$ cat src/rtl/sel_arbiter.sv
// Two-requester arbiter for a shared 2:1 selector with round-robin tie-break,
// a bounded hold time under contention, and a one-cycle gap between owners.
module sel_arbiter #(
    parameter int MAX_HOLD = 8,
    parameter int CNT_W    = 4
) (
    input  logic       CLK,
    input  logic       RST,
    input  logic       REQ_A,
    input  logic       REQ_B,
    input  logic       A,
    input  logic       B,
    output logic       SEL,
    output logic       Q,
    output logic       GNT_A,
    output logic       GNT_B,
    output logic       PREEMPT,
    output logic [1:0] DBG_STATE
);

    // Handshake: REQ_x is a level request sampled every edge; GNT_x rises the
    // cycle after the winning edge and stays high until REQ_x is sampled low
    // or the hold budget expires with the other side waiting.

    typedef enum logic [1:0] {
        IDLE  = 2'd0,
        OWN_A = 2'd1,
        OWN_B = 2'd2,
        GAP   = 2'd3
    } state_t;

    localparam logic [CNT_W-1:0] HOLD_LAST = CNT_W'(MAX_HOLD - 1);

    state_t           state_q, state_d;
    logic             sel_q, sel_d;
    logic             q_q, q_d;
    logic             gnt_a_q, gnt_a_d;
    logic             gnt_b_q, gnt_b_d;
    logic             preempt_q, preempt_d;
    logic             last_a_q, last_a_d;
    logic [CNT_W-1:0] cnt_q, cnt_d;

    always_comb begin
        state_d   = state_q;
        q_d       = q_q;
        cnt_d     = cnt_q;
        last_a_d  = last_a_q;
        preempt_d = 1'b0;

        case (state_q)
            IDLE, GAP: begin
                // On a tie, the side that was not served last wins
                if (REQ_A && (!REQ_B || !last_a_q)) begin
                    state_d  = OWN_A;
                    last_a_d = 1'b1;
                    cnt_d    = '0;
                end else if (REQ_B) begin
                    state_d  = OWN_B;
                    last_a_d = 1'b0;
                    cnt_d    = '0;
                end else begin
                    state_d  = IDLE;
                end
            end
            OWN_A: begin
                q_d = A;
                if (!REQ_A) begin
                    state_d = GAP;
                end else if (REQ_B && (cnt_q == HOLD_LAST)) begin
                    state_d   = GAP;
                    preempt_d = 1'b1;
                end else if (cnt_q != HOLD_LAST) begin
                    cnt_d = cnt_q + 1'b1;
                end
            end
            OWN_B: begin
                q_d = B;
                if (!REQ_B) begin
                    state_d = GAP;
                end else if (REQ_A && (cnt_q == HOLD_LAST)) begin
                    state_d   = GAP;
                    preempt_d = 1'b1;
                end else if (cnt_q != HOLD_LAST) begin
                    cnt_d = cnt_q + 1'b1;
                end
            end
            default: state_d = IDLE;
        endcase

        gnt_a_d = (state_d == OWN_A);
        gnt_b_d = (state_d == OWN_B);
        // Selector keeps pointing at the previous owner through IDLE and GAP
        if (state_d == OWN_A) begin
            sel_d = 1'b1;
        end else if (state_d == OWN_B) begin
            sel_d = 1'b0;
        end else begin
            sel_d = sel_q;
        end
    end

    always_ff @(posedge CLK) begin
        if (RST) begin
            state_q   <= IDLE;
            sel_q     <= 1'b0;
            q_q       <= 1'b0;
            gnt_a_q   <= 1'b0;
            gnt_b_q   <= 1'b0;
            preempt_q <= 1'b0;
            last_a_q  <= 1'b0;
            cnt_q     <= '0;
        end else begin
            state_q   <= state_d;
            sel_q     <= sel_d;
            q_q       <= q_d;
            gnt_a_q   <= gnt_a_d;
            gnt_b_q   <= gnt_b_d;
            preempt_q <= preempt_d;
            last_a_q  <= last_a_d;
            cnt_q     <= cnt_d;
        end
    end

    assign SEL       = sel_q;
    assign Q         = q_q;
    assign GNT_A     = gnt_a_q;
    assign GNT_B     = gnt_b_q;
    assign PREEMPT   = preempt_q;
    assign DBG_STATE = state_q;

endmodule
$ cat config.mk
export PLATFORM = sky130hd
export DESIGN_NAME = sel_arbiter
export DESIGN_NICKNAME = d
export VERILOG_FILES = /design/src/rtl/sel_arbiter.sv
export SDC_FILE = /design/constraint.sdc
export NUM_CORES = 1
export LEC_CHECK = 0
export BUFFER_PORTS_ARGS = -buffer_cell sky130_fd_sc_hd__clkbuf_2
export CORE_UTILIZATION = 46
export CTS_CLUSTER_DIAMETER = 60
export DETAILED_ROUTE_END_ITERATION = 8
export PLACE_DENSITY = 0.71
export SLEW_MARGIN = 20
export SYNTH_ARGS = -nofsm -noshare
export SYNTH_HDL_FRONTEND = slang
export SYNTH_SLANG_ARGS = --single-unit
$ cat constraint.sdc
create_clock -name CLK -period 2.05 [get_ports CLK]
set_input_delay 0.1025 -clock CLK [delete_from_list [all_inputs] [get_ports CLK]]
set_output_delay 0.1025 -clock CLK [all_outputs]
set_load 0.01 [all_outputs]
==> results.txt, run 1 <==
----------------------------------------------------
[Timing]
  Final Max Tran Viols ... 0
  Worst-case setup margin in the final layout ... 0.1656 ns
  Setup Viol. Count Final ... 0
  Unrepaired setup endpoints after global routing ... no
  Setup TNS ... 0 ns
  Final Hold Fails ... 0
  Worst-Margin Slew ... between 0.5 and 0.6 ns
  Worst clock skew on the final layout ... about 0.0023 ns
  Headroom to the max-slew limit ... 65.58%
  Final critical delay including setup and external delays ... 1.884 ns
  Fmax achieved ... 530.7 MHz
  Ratio of final minimum period to clock period ... 91.92%
  Worst hold slack across all endpoints ... 0.1543 ns

[Power and ir drop]
  Cell area power density ... 1462 nW/µm²
  Total power consumption of the routed design ... 1.162 mW
  Maximum ir drop on the vdd rail ... around 760 µV
  Leakage power summed over all cells ... 0.3642 nW

[Floorplanning]
  Initial Util ... 50.43%
  Num ports ... 13
  FP Rows ... 13
  Full die area ... 1600 µm²
  Overall die width ... 40.01 µm
  Vertical extent of the die ... 40.01 µm
  Area of the core ... about 1300 µm²

[Logic synthesis]
  Sequential share of the synthesized area ... 36.16%
  Total nets after synthesis ... approximately 90
  Number of unique standard cell types used by synthesis ... 26
  Simple-gate share of the synthesized area ... 25.42%
  Number of synthesis warnings ... 0
  Cell area after synthesis ... ~660 µm²
  XOR/XNOR Fraction of Synth Area ... 0%
  Portion of netlist area occupied by mux cells ... 3.013%
  Post-Syn Area per Cell ... 8.628 µm²
  Adder and majority cell fraction of the synthesized area ... 9.416%
  Largest family of logic cells by synthesized area ... simple AND/OR/NAND/NOR gates
  Share of the synthesized area in compound gates (AO/OA/AOI/OAI) ... 21.47%
  Cell count after synthesis ... 77
  Synthesis-stage register bit count ... 12

[Detailed routing]
  Vias ... 615
  Average routed wire per standard cell ... around 12 µm
  Detailed-route wire length ... 1340 µm
  Drc violations ... 0
  Antenna viol nets, final ... 0
  Detailed Route Iter0 Violations ... 23
  First-pass detailed-route iteration total ... 4
  Detailed-route vias per instance ... 5.694

[Cells and area]
  Register area ... 240.2 µm²
  Proportion of layout cells with a drive suffix above 1 ... 23.66%
  Area growth from synthesis to layout ... 19.59%
  Number of fill cells in the layout ... 116
  Antenna cell count ... 0
  Area of the multi-input gates ... 401.6 µm²
  Cell area after layout ... 794.5 µm²
  Number of nets at the end of the flow ... 105
  Number of standard cells in the final layout excluding fillers ... 108
  Highest-count cells in the layout ignoring fill and taps ... 12 x dfxtp_1, 12 x clkbuf_2, 10 x nor2_1
  Core occupancy in the finished layout ... 60.30%

[CTS]
  Clock edge transition at the registers on the reported setup and hold paths ... 0.08 ns
  Total clock sinks ... 12
  Number of buffers inserted for hold repair after clock tree synthesis ... 0
  Worst skew pair latency ... 0.27 ns
  TritonCTS clock tree ... yes
  Root buffer cell ... clkbuf_4
  Worst-case clock buffer depth ... 2
  Number of buffers created by CTS ... 3
  Number of gates resized after cts ... 0
  Post-CTS setup buffers ... 0
  Level count of the clock H-tree ... 1

[Global route]
  Number of antenna violations at the first check in global routing ... 0
  Global-route wire length before repair ... 2076 µm
  Largest net degree at the start of global routing ... 14
  Vias in the first global route ... about 500
  Global-route total usage across every layer ... 20.05%
  Congestion Overflow GR ... 0

[Placed design]
  Quantity of I/O buffers inserted on ports ... 12
  Pre-CTS setup slack ... 0.1431 ns
  Dpl cells ... roughly 100
  Placed Area ... 755.7 µm²
  Routability cong. ... approximately 0.8
  HPWL after detailed placement ... 961.3 µm

[Critical path]
  Required time of the critical path ... 2.21 ns
  Category of the worst setup path capture point ... register
  Endpoint arrival time on the critical path ... 2.04 ns
  WS Path Type ... register to register
  Critical Path Fanout Max ... 5
  Type of element launching the critical path ... register

[Outcome]
  Result of the run ... complete, no violations

[Flow run]
  Number of max-capacitance violations reported ... 0

[Min path]
  Worst hold path class ... input pin to register

----------------------------------------------------
-- Yosys cell counts, drive strengths merged --
cell | instances | area share, %
o41ai | 2 | 2.6
inv | 6 | 3.4
nand2 | 4 | 2.3
nand2b | 2 | 1.9
clkbuf | 2 | 1.1
ha | 5 | 9.4
o21a | 1 | 2.3
o2111a | 1 | 1.7
o31ai | 4 | 4.5
dfxtp | 12 | 36
a31oi | 2 | 1.9
or4b | 1 | 1.5
nor3 | 1 | 0.75
a21oi | 5 | 3.8
or4 | 1 | 1.1
nand3b | 2 | 2.3
o21ai | 3 | 2.3
mux2i | 2 | 3.0
a22oi | 1 | 1.1
nand4b | 1 | 1.3
nor2b | 5 | 4.7
a22o | 1 | 1.3
nor2 | 10 | 5.7
and4b | 1 | 2.1
nand4 | 1 | 0.94
or3 | 1 | 0.94
-- report_power, final --
part | internal (mW) | switching (mW)
clock | 0.108 | 0.0793
combinational | 0.297 | 0.342
sequential | 0.298 | 0.0381
total | 0.703 | 0.459
-- flip-flops by register name, summed over array words and instances, names as in the netlist --
register / cells
PREEMPT: 1
Q: 1
SEL: 1
last_a_q: 1
GNT_B: 1
GNT_A: 1
DBG_STATE: 2
cnt_q: 4
-- final timing paths --
check | start | end | slack [ns] | cells past startpoint
worst max-delay path | cnt_q[1] | SEL | 0.17 | 7
worst min-delay path | REQ_B | PREEMPT | 0.15 | 2
worst max register to register | cnt_q[1] | SEL | 0.17 | 7
worst min register to register | SEL | SEL | 0.51 | 2
-- layout make-up --
type	instances	area share (%)
Clock buffer	4	4.567
Inverter	6	2.835
Multi-Input combinational cell	57	50.55
Sequential cell	12	30.24
Tap cell	15	2.362
Timing Repair Buffer	14	9.449
-- cells by family after synthesis --
| logic type | after synthesis |
|---|---|
| compound gates | 20 |
| fa+ha+maj | 5 |
| buf+inv | 8 |
| flops | 12 |
| mux | 2 |
| simple gates | 30 |
-- routing by layer --
metal  GRT usage, %  wire (µm)  vias to the layer above
met5              0          0                        -
met4          17.24         22                        0
met3          3.333         69                        4
met2          26.61        594                       28
met1          27.46        653                      272
li1               -          -                      311
-- critical path: stages (launching register included) --
cell	delay, ns
dfxtp_1	0.38
ha_1	0.27
and4b_4	0.29
o31ai_1	0.07
a22o_1	0.25
ha_1	0.30
mux2i_1	0.17
nor2_1	0.05
No activity file was read; power rests on OpenSTA's default activity.
==> inputs of run 2 (changes only) <==
Settings changed: ABC_AREA set to 1.
==> results.txt, run 2 <==
----------------------------------------------------
[Critical path]
  Endpoint arrival time on the critical path ... 2.03 ns
  Peak per-stage delay on the critical path ... 0.33 ns
  Crit-path leading delay family ... simple AND/OR/NAND/NOR gates
  Ordered list of cells on the worst path ... ha_1, nand2_1, nor2_2, nand2_1, nand2_1, nand2_2, nand2_1, a21oi_1, inv_1, ha_1, inv_1, nor2_1, a21oi_1, nor2_1
  Category of the worst setup path capture point ... register
  Type of element launching the critical path ... register
  Cell type of the slowest stage on the worst timing path ... dfxtp_1
  WS Path Type ... register to register
  Required time of the critical path ... about 2.2 ns
  Number of cell instances on the worst register-to-register path ... 14
  Count of cell instances traversed by the critical path ... 14
  Buffers & Inverters on Critical Path ... 2
  Most repeated library cell on the critical path ... nand2_1
  Critical Path Fanout Max ... 3

[Timing]
  Worst hold slack across all endpoints ... 0.1269 ns
  Setup Viol. Count Final ... 0
  Fmax achieved ... between 500 and 600 MHz
  Final Hold Fails ... 0
  Worst-Margin Slew ... 0.2949 ns
  Headroom to the max-slew limit ... between 80% and 90%
  Ratio of final minimum period to clock period ... 91.06%
  Unrepaired setup endpoints after global routing ... no
  Setup TNS ... 0 ns
  Worst clock skew on the final layout ... 0.003701 ns
  Final critical delay including setup and external delays ... 1.867 ns
  Final Max Tran Viols ... 0

[Cells and area]
  Area of the multi-input gates ... 344.1 µm²
  Number of standard cells in the final layout excluding fillers ... 119
  Largest register by flop count ... cnt_q
  Number of nets at the end of the flow ... 117
  Number of fill cells in the layout ... 144
  Flip-flop count of the largest register after layout ... 4
  Register area ... approximately 240 µm²
  Highest-count cells in the layout ignoring fill and taps ... 16 x nand2_1, 16 x nor2_1, 14 x inv_1
  Antenna cell count ... 0
  Area growth from synthesis to layout ... 16.89%
  Proportion of layout cells with a drive suffix above 1 ... 22.12%
  Cell area after layout ... 753.2 µm²

[Global route]
  Global-route total usage across every layer ... 19.01%
  Global-route wire length before repair ... ~1900 µm
  Congestion Overflow GR ... 0
  Largest net degree at the start of global routing ... 10
  Vias in the first global route ... 496
  Number of antenna violations at the first check in global routing ... 0

[CTS]
  Root buffer cell ... clkbuf_4
  Level count of the clock H-tree ... 1
  Clock edge transition at the registers on the reported setup and hold paths ... 0.07 ns
  Number of gates resized after cts ... 0
  Worst-case clock buffer depth ... 2
  Total clock sinks ... 12
  Number of buffers created by CTS ... 3
  Number of buffers inserted for hold repair after clock tree synthesis ... 0
  Worst skew pair latency ... 0.27 ns
  TritonCTS clock tree ... yes
  Post-CTS setup buffers ... 0

[Logic synthesis]
  Post-synthesis async set-or-reset flop share ... 0%
  Synthesis-stage register bit count ... 12
  Number of unique standard cell types used by synthesis ... 20
  Sequential share of the synthesized area ... 37.28%
  Number of flops mapped to enable cells by yosys ... 0
  Top post-synthesis cells by count ... 16 x nand2_1, 16 x nor2_1, 14 x inv_1
  Largest cells by area after synthesis ... dfxtp_1 37%, ha_1 9.7%, nand2_1 9.3%, nor2_1 9.3%, inv_1 8.2%
  Post-Syn Area per Cell ... 7.322 µm²
  Dominant cell type by area after synthesis ... dfxtp_1
  Number of synthesis warnings ... 0
  Top-area cell type share of the netlist area ... 37.28%
  Cell count after synthesis ... 88
  Total nets after synthesis ... between 90 and 100
  Flip-flop cell with the highest count after synthesis ... dfxtp_1
  Cell area after synthesis ... between 600 and 700 µm²

[Detailed routing]
  Total length of routed met2 wires ... 583 µm
  Drc violations ... 0
  Detailed-route vias per instance ... 4.874
  Detailed Route Iter0 Violations ... 5
  Average routed wire per standard cell ... 10.18 µm
  First-pass detailed-route iteration total ... 5
  Detailed-route wire length ... 1212 µm
  Met3 wire length ... 40 µm
  Antenna viol nets, final ... 0
  Vias ... 580
  Wl on met1 ... 589 µm
  Top routing layer used ... met3

[Floorplanning]
  Full die area ... 1554 µm²
  Num ports ... 13
  Overall die width ... 39.43 µm
  Vertical extent of the die ... 39.43 µm
  FP Rows ... 13
  Area of the core ... 1301 µm²
  Initial Util ... between 40% and 50%

[Power and ir drop]
  Maximum ir drop on the vdd rail ... 398.5 µV
  Cell area power density ... approximately 870 nW/µm²
  Total power consumption of the routed design ... ~0.66 mW
  Leakage power summed over all cells ... 0.3819 nW

[Placed design]
  HPWL after detailed placement ... 960.1 µm
  Quantity of I/O buffers inserted on ports ... 12
  Placed Area ... approximately 730 µm²
  Dpl cells ... 116
  Routability cong. ... 0.7383

[Min path]
  Hold depth ... 2
  Worst hold path class ... input pin to register

[Flow run]
  Number of max-capacitance violations reported ... 0

[Outcome]
  Result of the run ... complete, no violations

----------------------------------------------------
==> run 2: cell types whose count changed in the layout (fill, tap and decap cells not counted), moves of 3 or more <==
cell     previous run  this run
inv_1               6        14
nor2_1             10        16
nor2b_1             5         0
o31ai_1             3         0
nand2_1             4        16
==> run 2: through the flow <==
stage,setup slack [ns],util [%]
floorplan,0.2390,-
global placement,0.2596,56.15
detailed placement,0.1795,56.15
CTS,0.1670,57.88
global route,0.007662,57.88
finish,0.1832,57.88
==> run 2: cell families (layout without fill, tap and decap cells) <==
| logic type | after synthesis | after routing | share of synthesized area [%] |
|---|---|---|---|
| simple gates | 41 | 41 | 28.93 |
| buf+inv | 15 | 31 | 9.321 |
| compound gates | 13 | 13 | 11.65 |
| flops | 12 | 12 | 37.28 |
| fa+ha+maj | 5 | 5 | 9.709 |
| xor+xnor | 1 | 1 | 1.359 |
| mux | 1 | 1 | 1.747 |
==> run 2: worst register-to-register path, cell delays in order, from the launching register on <==
cell and delay [ns]:
dfxtp_1 0.33, ha_1 0.22, nand2_1 0.10, nor2_2 0.05, nand2_1 0.05, nand2_1 0.05, nand2_2 0.10, nand2_1 0.07
a21oi_1 0.24, inv_1 0.08, ha_1 0.19, inv_1 0.07, nor2_1 0.04, a21oi_1 0.11, nor2_1 0.05
==> run 2: where the power goes <==
group | internal, mW | total (mW) | switching [mW]
Sequential | 0.267 | 0.290 | 0.0228
Clock | 0.0679 | 0.141 | 0.0735
Combinational | 0.0917 | 0.224 | 0.132
Total | 0.426 | 0.655 | 0.229
==> run 2: final timing paths <==
kind | start | endpoint | slack (ns)
hold / removal | RST | cnt_q[2] | 0.13
hold reg to reg | last_a_q | last_a_q | 0.48
setup / recovery | cnt_q[0] | SEL | 0.18
setup reg to reg | cnt_q[0] | SEL | 0.18
==> run 2: cell type report <==
type                    count  share of cell area [%]
flip-flops and latches     12                   31.89
inverters                  14                   6.977
repair buffers             14                   9.967
clock buffers               3                   2.990
well taps                  15                   2.492
multi-input cells          61                   45.68
==> run 2: routing by layer <==
| layer | global-route usage (%) | up-vias |
|---|---|---|
| met5 | 0 | - |
| met4 | 14.66 | 0 |
| met3 | 5.114 | 0 |
| met2 | 28.28 | 13 |
| met1 | 22.68 | 255 |
| li1 | - | 312 |
==> inputs of run 3 (changes only) <==
Settings changed: CTS_BUF_LIST set to sky130_fd_sc_hd__clkbuf_16, MAX_ROUTING_LAYER set to met4.
==> results.txt, run 3 (synthesized netlist as in run 2, its figures left out) <==
----------------------------------------------------
[Outcome]
  Result of the run ... complete, no violations

[Critical path]
  Endpoint of the worst register-to-register path ... SEL
  Type of element launching the critical path ... register
  Required time of the critical path ... 2.18 ns
  Critical Path Fanout Max ... 3
  Category of the worst setup path capture point ... register
  Register-to-register path setup slack ... 0.18 ns
  Number of cell instances on the worst register-to-register path ... 14
  Worst flop-to-flop path startpoint ... cnt_q[0]
  Endpoint arrival time on the critical path ... 1.99 ns
  WS Path Type ... register to register

[Cells and area]
  Highest-count cells in the layout ignoring fill and taps ... 16 x nand2_1, 16 x nor2_1, 14 x inv_1
  Antenna cell count ... 0
  Proportion of layout cells with a drive suffix above 1 ... 22.12%
  Area growth from synthesis to layout ... 25.05%
  Largest register by flop count ... cnt_q
  Flip-flop count of the largest register after layout ... 4
  Number of nets at the end of the flow ... 117

[Placed design]
  Quantity of I/O buffers inserted on ports ... 12
  HPWL after detailed placement ... 960.1 µm
  Pre-CTS setup slack ... 0.1795 ns
  Routability cong. ... approximately 0.75

[Power and ir drop]
  Leakage power summed over all cells ... ~0.41 nW
  Cell area power density ... 1080 nW/µm²
  Maximum ir drop on the vdd rail ... 802.0 µV

[CTS]
  Post-CTS setup buffers ... 0
  Number of buffers inserted for hold repair after clock tree synthesis ... 0
  Number of gates resized after cts ... 0
  Worst skew pair latency ... 0.24 ns
  Number of buffers created by CTS ... 3
  Level count of the clock H-tree ... 1
  Clock edge transition at the registers on the reported setup and hold paths ... 0.04 ns
  Total clock sinks ... 12
  Worst-case clock buffer depth ... 2
  Root buffer cell ... clkbuf_16
  TritonCTS clock tree ... yes

[Detailed routing]
  Detailed-route vias per instance ... between 4 and 5
  Detailed-route wire length ... 1276 µm
  Detailed Route Iter0 Violations ... 9
  First-pass detailed-route iteration total ... 4
  Vias ... 586
  Average routed wire per standard cell ... around 11 µm
  Drc violations ... 0
  Antenna viol nets, final ... 0

[Floorplanning]
  Num ports ... 13
  Initial Util ... between 40% and 50%
  Vertical extent of the die ... 39.43 µm
  FP Rows ... 13
  Area of the core ... 1301 µm²
  Full die area ... between 1500 and 2000 µm²
  Overall die width ... 39.43 µm

[Flow run]
  Number of max-capacitance violations reported ... 0

[Global route]
  Largest net degree at the start of global routing ... 10
  Global-route wire length before repair ... 1945 µm
  Vias in the first global route ... approximately 500
  Most used routing layer in global routing ... met2
  GR Layer Usage met2 ... 29.51%
  Met3 demand-to-capacity share in global routing ... 7.386%
  Grt met1 use ... 23.02%
  Congestion Overflow GR ... 0
  Global-route total usage across every layer ... around 20%
  Number of antenna violations at the first check in global routing ... 0

[Timing]
  Fmax achieved ... 535.9 MHz
  Worst hold slack across all endpoints ... ~0.15 ns
  Setup TNS ... 0 ns
  Final Max Tran Viols ... 0
  Final critical delay including setup and external delays ... 1.866 ns
  Headroom to the max-slew limit ... 80.45%
  Ratio of final minimum period to clock period ... roughly nine tenths
  Setup Viol. Count Final ... 0
  Unrepaired setup endpoints after global routing ... no
  Worst clock skew on the final layout ... 0.002768 ns
  Worst-Margin Slew ... 0.2913 ns
  Final Hold Fails ... 0
  Worst-case setup margin in the final layout ... about 0.18 ns

[Min path]
  Hold depth ... 2
  Source of the worst hold timing path ... RST
  Worst hold endpoint ... cnt_q[2]
  Worst hold path class ... input pin to register

----------------------------------------------------
[run 3: changes by cell type in the layout (fill, tap and decap cells not counted)]
cell       before  now
clkbuf_16       0    3
clkbuf_4        3    0
[run 3: metal layers]
layer / share of wire (%) / routed length, µm / vias to the layer above
met5: 0 / 0 / -
met4: 2.1 / 27 / 0
met3: 2.8 / 36 / 4
met2: 47 / 603 / 11
met1: 48 / 609 / 260
li1: - / - / 311
[run 3: layout make-up]
type | instances | area (µm²)
Fill cell | 128 | 495.5
Multi-Input combinational cell | 61 | 344.1
Sequential cell | 12 | 240.2
Clock buffer | 3 | 75.07
Timing Repair Buffer | 14 | 75.07
Inverter | 14 | 52.55
Tap cell | 15 | 18.77
[run 3: how the worst max path moves through the flow]
stage                       startpoint   to  cells past startpoint
final                         cnt_q[0]  SEL                     14
after global routing          cnt_q[0]  SEL                     14
after CTS                     cnt_q[0]  SEL                     14
after detailed placement      cnt_q[0]  SEL                     14
after global placement        cnt_q[0]  SEL                     14
after floorplan           DBG_STATE[0]  SEL                     11
[run 3: power by group]
| part | total, mW | internal (mW) | switching, mW | leakage, nW |
|---|---|---|---|---|
| Clock | 0.352 | 0.254 | 0.0983 | 0.0370 |
| Combinational | 0.226 | 0.0918 | 0.134 | 0.270 |
| Sequential | 0.292 | 0.268 | 0.0239 | 0.0984 |
[run 3: critical path, cell delays in order (launching register included)]
cell     delay [ns]
dfxtp_1        0.32
ha_1           0.22
nand2_1        0.10
nor2_2         0.05
nand2_1        0.05
nand2_1        0.05
nand2_2        0.10
nand2_1        0.07
a21oi_1        0.24
inv_1          0.08
ha_1           0.19
inv_1          0.07
nor2_1         0.04
a21oi_1        0.11
nor2_1         0.05
[run 3: per-stage QoR]
step | cell area (µm²) | std cells | util, % | power [mW]
finish | 805.8 | 119 | 61.92 | 0.8704
global route | 805.8 | 119 | 61.92 | 0.9207
CTS | 805.8 | 119 | 61.92 | 0.8720
detailed placement | 730.7 | 116 | 56.15 | 0.5207
global placement | 730.7 | 116 | 56.15 | 0.5110
floorplan | 644.4 | 88 | - | 0.4533
